`config.mk`:
```
export PLATFORM = sky130hd
export DESIGN_NAME = mem_port_arbiter
export DESIGN_NICKNAME = d
export VERILOG_FILES = /design/src/rtl/mem_port_arbiter.sv
export SDC_FILE = /design/constraint.sdc
export NUM_CORES = 1
export LEC_CHECK = 0
export ABC_CLOCK_PERIOD_IN_PS = 2310
export BUFFER_PORTS_ARGS = -buffer_cell sky130_fd_sc_hd__buf_4
export CAP_MARGIN = 10
export CORE_MARGIN = 4
export CORE_UTILIZATION = 33
export CTS_CLUSTER_DIAMETER = 120
export DETAILED_ROUTE_END_ITERATION = 6
export PLACE_DENSITY = 0.84
export SLEW_MARGIN = 0
export SYNTH_ARGS = -nofsm -noshare
export SYNTH_HDL_FRONTEND = slang
export SYNTH_SLANG_ARGS = --single-unit
```
`constraint.sdc`:
```
create_clock -name clk -period 2.31 [get_ports clk]
set_clock_uncertainty 0.05 [all_clocks]
set_input_delay 0.462 -clock clk [delete_from_list [all_inputs] [get_ports clk]]
set_output_delay 0.462 -clock clk [all_outputs]
set_load 0.005 [all_outputs]
```
`src/rtl/mem_port_arbiter.sv`:
```
// Two-requester arbiter (instruction fetch I, load/store D) for a single-ported
// memory. Grants and the memory drive are combinational. Read data comes back
// registered, with a one-cycle rvalid pulse to the requester that issued it.
module mem_port_arbiter #(
  parameter int unsigned ADDR_WIDTH    = 10,
  parameter int unsigned PRIORITY_MODE = 0
) (
  input  logic                  clk,
  input  logic                  rst_n,
  input  logic                  i_req,
  input  logic                  i_we,
  input  logic                  i_lock,
  input  logic [ADDR_WIDTH-1:0] i_addr,
  input  logic [31:0]           i_wdata,
  output logic                  i_gnt,
  output logic                  i_rvalid,
  input  logic                  d_req,
  input  logic                  d_we,
  input  logic                  d_lock,
  input  logic [ADDR_WIDTH-1:0] d_addr,
  input  logic [31:0]           d_wdata,
  output logic                  d_gnt,
  output logic                  d_rvalid,
  output logic [31:0]           rdata,
  output logic [ADDR_WIDTH-1:0] mem_Waddr,
  output logic [ADDR_WIDTH-1:0] mem_Raddr,
  output logic                  mem_Wren,
  output logic                  mem_Rden,
  output logic [31:0]           mem_Wdata,
  input  logic [31:0]           mem_Rdata
);

  typedef enum logic [1:0] {
    IDLE  = 2'd0,
    OWN_I = 2'd1,
    OWN_D = 2'd2
  } state_t;

  state_t state;
  state_t state_nxt;
  logic   last_d;  // D won the most recent grant

  // State register
  always_ff @(posedge clk or negedge rst_n) begin
    if (!rst_n) state <= IDLE;
    else        state <= state_nxt;
  end

  // Next state: take ownership on a locked grant, release on an unlocked grant or dropped req
  always_comb begin
    state_nxt = state;
    unique case (state)
      IDLE: begin
        if (i_gnt && i_lock)      state_nxt = OWN_I;
        else if (d_gnt && d_lock) state_nxt = OWN_D;
      end
      OWN_I:   if (!i_req || !i_lock) state_nxt = IDLE;
      OWN_D:   if (!d_req || !d_lock) state_nxt = IDLE;
      default: state_nxt = IDLE;
    endcase
  end

  // Outputs: pick the winner and steer its request onto the memory port
  always_comb begin
    i_gnt     = 1'b0;
    d_gnt     = 1'b0;
    mem_Waddr = '0;
    mem_Raddr = '0;
    mem_Wdata = '0;
    mem_Wren  = 1'b0;
    mem_Rden  = 1'b0;
    if (rst_n) begin
      unique case (state)
        OWN_I: i_gnt = i_req;
        OWN_D: d_gnt = d_req;
        default: begin
          if (i_req && d_req) begin
            if (PRIORITY_MODE != 32'd0 || !last_d) d_gnt = 1'b1;
            else                                   i_gnt = 1'b1;
          end else begin
            i_gnt = i_req;
            d_gnt = d_req;
          end
        end
      endcase
    end
    if (i_gnt) begin
      mem_Waddr = i_addr;
      mem_Raddr = i_addr;
      mem_Wdata = i_wdata;
      mem_Wren  = i_we;
      mem_Rden  = ~i_we;
    end else if (d_gnt) begin
      mem_Waddr = d_addr;
      mem_Raddr = d_addr;
      mem_Wdata = d_wdata;
      mem_Wren  = d_we;
      mem_Rden  = ~d_we;
    end
  end

  // Fairness history, read data capture and rvalid pulses
  always_ff @(posedge clk or negedge rst_n) begin
    if (!rst_n) begin
      last_d   <= 1'b1;
      rdata    <= '0;
      i_rvalid <= 1'b0;
      d_rvalid <= 1'b0;
    end else begin
      i_rvalid <= i_gnt & ~i_we;
      d_rvalid <= d_gnt & ~d_we;
      if (i_gnt)      last_d <= 1'b0;
      else if (d_gnt) last_d <= 1'b1;
      if (mem_Rden) rdata <= mem_Rdata;
    end
  end

endmodule

```
Word level (Yosys, flattened, before mapping)
Index checks and enable logic that the tools add are counted.

word-level totals
  bits in latches = 0
  flip-flop bits (word level) = 37
  memories kept = 0
  memory bits (writable) = 0
  bits of input ports = 124
  output and inout port bits = 90
  ROM bits = 0
  word-level logic and storage cells = 49

operators by class
  equal/unequal tests = 5
  shifts and indexed selects = 0
  bitwise operators = 4
  add/sub/neg operators = 0
  div/mod/pow operators = 0
  multiplexer cells = 23
  reductions and logical operators = 12
  order comparisons = 0
  multipliers = 0

operators with widths
  operator            number
  $mux 32             2
  $mux 10             2
  $mux 1              12
  $mux 2              4
  $pmux 2 s3          1
  $logic_not 1->1     4
  $ne 2x2->1 const B  2
  $pmux 1 s2          2
  $logic_and 1x1->1   3
  $ne 3x3->1 const B  1
  $reduce_and 3->1    1
  $and 1x1->1         2
  $eq 2x1->1 const B  1
  $eq 2x2->1 const B  1
  $logic_not 2->1     1
  $logic_or 1x1->1    2
  $not 1->1           2
  $reduce_bool 2->1   1

Longest topological paths before layout
  depth after elaboration = 8
  mapped depth = 8
  mapped depth without buffers = 7

Least setup slack after synthesis
Ideal clock, no wire load.

  path type = reg2out
  start = reg state[0]
  end = out mem_Waddr[1]
  buffers on the path = 3
  required time = 1.798 ns
  arrival = 1.851 ns
  slack = -0.053 ns
  stages on the path, launching flop included = 9
  cell sequence = dfrtp_1 > inv_1 > ha_1 > nor2b_2 > nor3_4 > buf_2 > buf_2 > a22o_1 > buf_4

between the ends
  elaborated cells on any way between the ends = 8
  those cells by class = eq/ne: 2; mux: 6

RTL lines
  what                                             line  source
  from (decl)                                      39    state_t state;
  from (signal assigned)                           46    else state <= state_nxt;
  $eq 2x2->1 / $eq 2x1->1 (equally long branches)  73    unique case (state)
  $pmux 1 s2 (*)                                   73
  $mux 1 (*)                                       72    if (rst_n) begin
  named net i_gnt                                  15    output logic i_gnt,
  $mux 10 (*)                                      --
  to (decl)                                        25    output logic [ADDR_WIDTH-1:0] mem_Waddr,

Mark *: on every way through the listed nets, which the timed path passes. The rest lies on a longest branch.

Worst setup path after layout
  start = reg state[0]
  end = out mem_Waddr[6]

between the ends
  word-level cells in the longest chain between the ends = 5
  elaborated cells on any way between the ends = 8
  those cells by class = eq/ne: 2; mux: 6

ends and longest elaborated chain
  what                                             line  source
  $eq 2x2->1 / $eq 2x1->1 (equally long branches)  73
  $pmux 1 s2                                       73
  $mux 1                                           72
  $mux 10                                          93    end else if (d_gnt) begin
  $mux 10 (*)                                      87    if (i_gnt) begin

Every way passes the cells marked *; elsewhere a longest branch is shown, timed or not.

==> results.py <==
metrics = {
    "power": {
        "p_total_mw": 4.34,
        "p_per_area_nw_per_um2": 1020,
        "ir_drop_v": 0.000652,
        "p_leak_nw": 2.22,
    },
    "cells_and_area": {
        "final_area_sq_um": 4250,
        "fill_cells": 494,
        "drive_above_1_share_pct": 75.6,
        "fin_nets": 512,
        "multi_input_area_sq_um": 1140,
        "mostFrequentLayoutCell": "buf_4",
        "syn_to_final_growth_pct": 93.0,
        "insertedDiodeCount": 0,
        "layout_common_cells": "buf_4 (209), a22o_1 (42), dfrtp_1 (36), mux2_4 (29), buf_6 (17)",
        "final_cells": 463,
        "utilization_pct": 66.2,
        "ff_latch_area_sq_um": 927,
    },
    "floorplan": {
        "die_w_um": 89.7,
        "start_util_pct": 34.3,
        "die-height_um": 89.7,
        "core_area_sq_um": 6420,
        "std_cell_rows": 29,
        "ioPinCount": 214,
        "dieArea_sq_um": 8050,
    },
    "logic_synthesis": {
        "synth.distinct_cells": 30,
        "synth_area_leaders": "dfrtp_1 (41%), mux2_4 (20%), a22o_1 (17%), buf_4 (3.4%), buf_12 (2.7%)",
        "syn_nets": 291,
        "synth-async-reset-ratio_pct": 100,
        "syn_inst": 164,
        "syn_avg_cell_area_sq_um": 13.4,
        "ys_ff_latch": 37,
        "syn_area_sq_um": 2200,
        "ys_seq_area_share_pct": 42.1,
        "synth-main-ff-cell": "dfrtp_1",
        "synth_edf_count": 0,
        "yosysWarningCount": 0,
        "synth_top_cell_by_area": "dfrtp_1",
        "synth.top_cell.area_share_pct": 40.9,
    },
    "sta": {
        "final-setup-viol-count": 54,
        "fin_crit_sh_pct": 109,
        "slew_headroom_pct": 69.5,
        "fmax_ghz": 0.397,
        "min_period_ps": 2520,
        "worst_pin_slew_ps": 457,
        "slew_violations": 0,
        "rsz0062_at_grt": "yes",
        "whs_ps": 189,
        "worst_slack_ps": -209,
        "hold_violations": 0,
    },
    "clocking": {
        "h-tree-depth": 2,
        "clk_pin_slew_ps": 80,
        "clock-sinks": 37,
        "clk_path_buf_depth": 2,
        "numCtsBuffers": 5,
        "clk-insertion-delay-late_ps": 280,
        "cts_tree": "done",
        "clockRootBuffer": "clkbuf_8",
        "postCtsHoldBufs": 0,
    },
    "status": {
        "failed_checks": "setup timing",
        "status": "finished, violations left",
    },
    "global_route": {
        "grt_overflow": 0,
        "grt_use_total_pct": 18.8,
        "grt_max_degree": 38,
        "grt_antenna_before_repair": 0,
        "grt_pass1_wl_um": 12400,
        "grt_pass1_vias": 2251,
    },
    "routing": {
        "wirelength_um": 8490,
        "via_per_inst": 4.85,
        "ant_nets": 0,
        "route.vias.total": 2244,
        "drc": 0,
        "first_pass_iters": 4,
        "wl_per_cell_um": 18.3,
        "drt_iter0_drc": 95,
    },
    "critical_path": {
        "critPathArrivalTime_ps": 2010,
        "worstPathCellList": "inv_2 > ha_4 > nor3b_4 > nor3_4 > buf_6 > buf_12 > a22o_1 > buf_4",
        "cpPeakStageDelay_ps": 390,
        "crit_path_end_kind": "output pin",
        "critPathSlowestCell": "dfrtp_1",
        "cp-start-kind": "flop",
        "r2r_start": "state[0]",
        "worst-r2r-cell-count": 10,
        "rr_endpoint": "rdata[8]",
        "worstPathRequired_ps": 1800,
        "r2r_setup_slack_ps": 60,
        "critical_path_class": "flop to output pin",
        "cp_max_fo": 10,
    },
    "min_path": {
        "hold_class": "input pin to asynchronous set/reset pin",
    },
    "place": {
        "io_buffer_count": 213,
        "dp.cells": 443,
        "placed_area_sq_um": 3860,
        "gp_congestion": 0.850,
        "hpwl_um": 6480,
    },
    "run": {
        "drv_cap": 0,
    },
}
-- power breakdown --
part | switching (mW) | internal, mW | total (mW)
Clock | 0.227 | 0.242 | 0.469
Sequential | 0.198 | 0.971 | 1.17
Combinational | 0.931 | 1.77 | 2.70
Total | 1.36 | 2.98 | 4.34
-- sequential cells by signal, summed over array words and instances, names as in the netlist --
| register | count |
|---|---|
| rdata | 32 |
| state | 2 |
| d_rvalid | 1 |
| i_rvalid | 1 |
| last_d | 1 |
-- layout make-up --
| class | count | area share [%] |
|---|---|---|
| multi-input combinational | 101 | 26.8 |
| sequential | 37 | 21.8 |
| inverter | 4 | 0.353 |
| clock inverter | 2 | 0.324 |
| clock buffer | 6 | 1.94 |
| tap | 77 | 2.27 |
| timing repair buffer | 236 | 46.5 |
-- worst max-delay path by stage --
stage                               to  depth (start not counted)  startpoint  slack [ps]
final                     mem_Waddr[6]                          8    state[0]        -210
after global routing      mem_Waddr[9]                          8    state[0]        -300
after CTS                 mem_Raddr[5]                          8    state[0]        -220
after detailed placement     rdata[16]                          8    state[0]        -0.4
after global placement        rdata[2]                          8    state[0]          50
after floorplan           mem_Waddr[1]                          8    state[0]           4
-- Yosys cell counts (2+ instances only) --
| cell | number |
|---|---|
| mux2_2 | 3 |
| dfrtp_1 | 36 |
| nor2_1 | 2 |
| inv_1 | 4 |
| buf_12 | 3 |
| a31oi_1 | 2 |
| buf_2 | 9 |
| buf_4 | 10 |
| mux2_4 | 29 |
| ha_1 | 3 |
| a22o_1 | 43 |
| a21oi_1 | 2 |
-- timing repair --
item	in CTS	in global routing
buffers inserted	5	6
resized for setup	18	12
cloned	2	3
endpoints found under the setup margin	75	71
pin swaps	9	9
-- per-layer routing --
| layer | track usage (%) | wire length, um | part of all wire, % | up-vias |
|---|---|---|---|---|
| li1 | - | - | - | 1054 |
| met1 | 21.5 | 3100 | 36 | 1054 |
| met2 | 33.7 | 4490 | 53 | 123 |
| met3 | 6.93 | 782 | 9.2 | 13 |
| met4 | 3.83 | 118 | 1.4 | 0 |
| met5 | 0 | 0 | 0 | - |
-- metrics by stage --
step	TNS [ps]	setup slack, ps
floorplan	0	3.61
finish	-10060	-209
detailed placement	-0.695	-0.378
global placement	0	47.8
CTS	-10400	-220
global route	-14830	-298
-- critical path, delay by kind of cell, from the launching register on --
family                   cells  cell delay (ps)
AO/OA/AOI/OAI                1              250
adder cells (fa/ha/maj)      1              220
buffers and inverters        4              520
flip-flops                   1              390
AND/OR/NAND/NOR              2              340
-- cell families after synthesis --
kind of cell | synth area share [%]
AO/OA/AOI/OAI | 19.9
flip-flops | 42.1
multiplexers | 21.3
buffers and inverters | 8.86
AND/OR/NAND/NOR | 6.19
adder cells (fa/ha/maj) | 1.70
No activity file was read; power rests on OpenSTA's default activity.
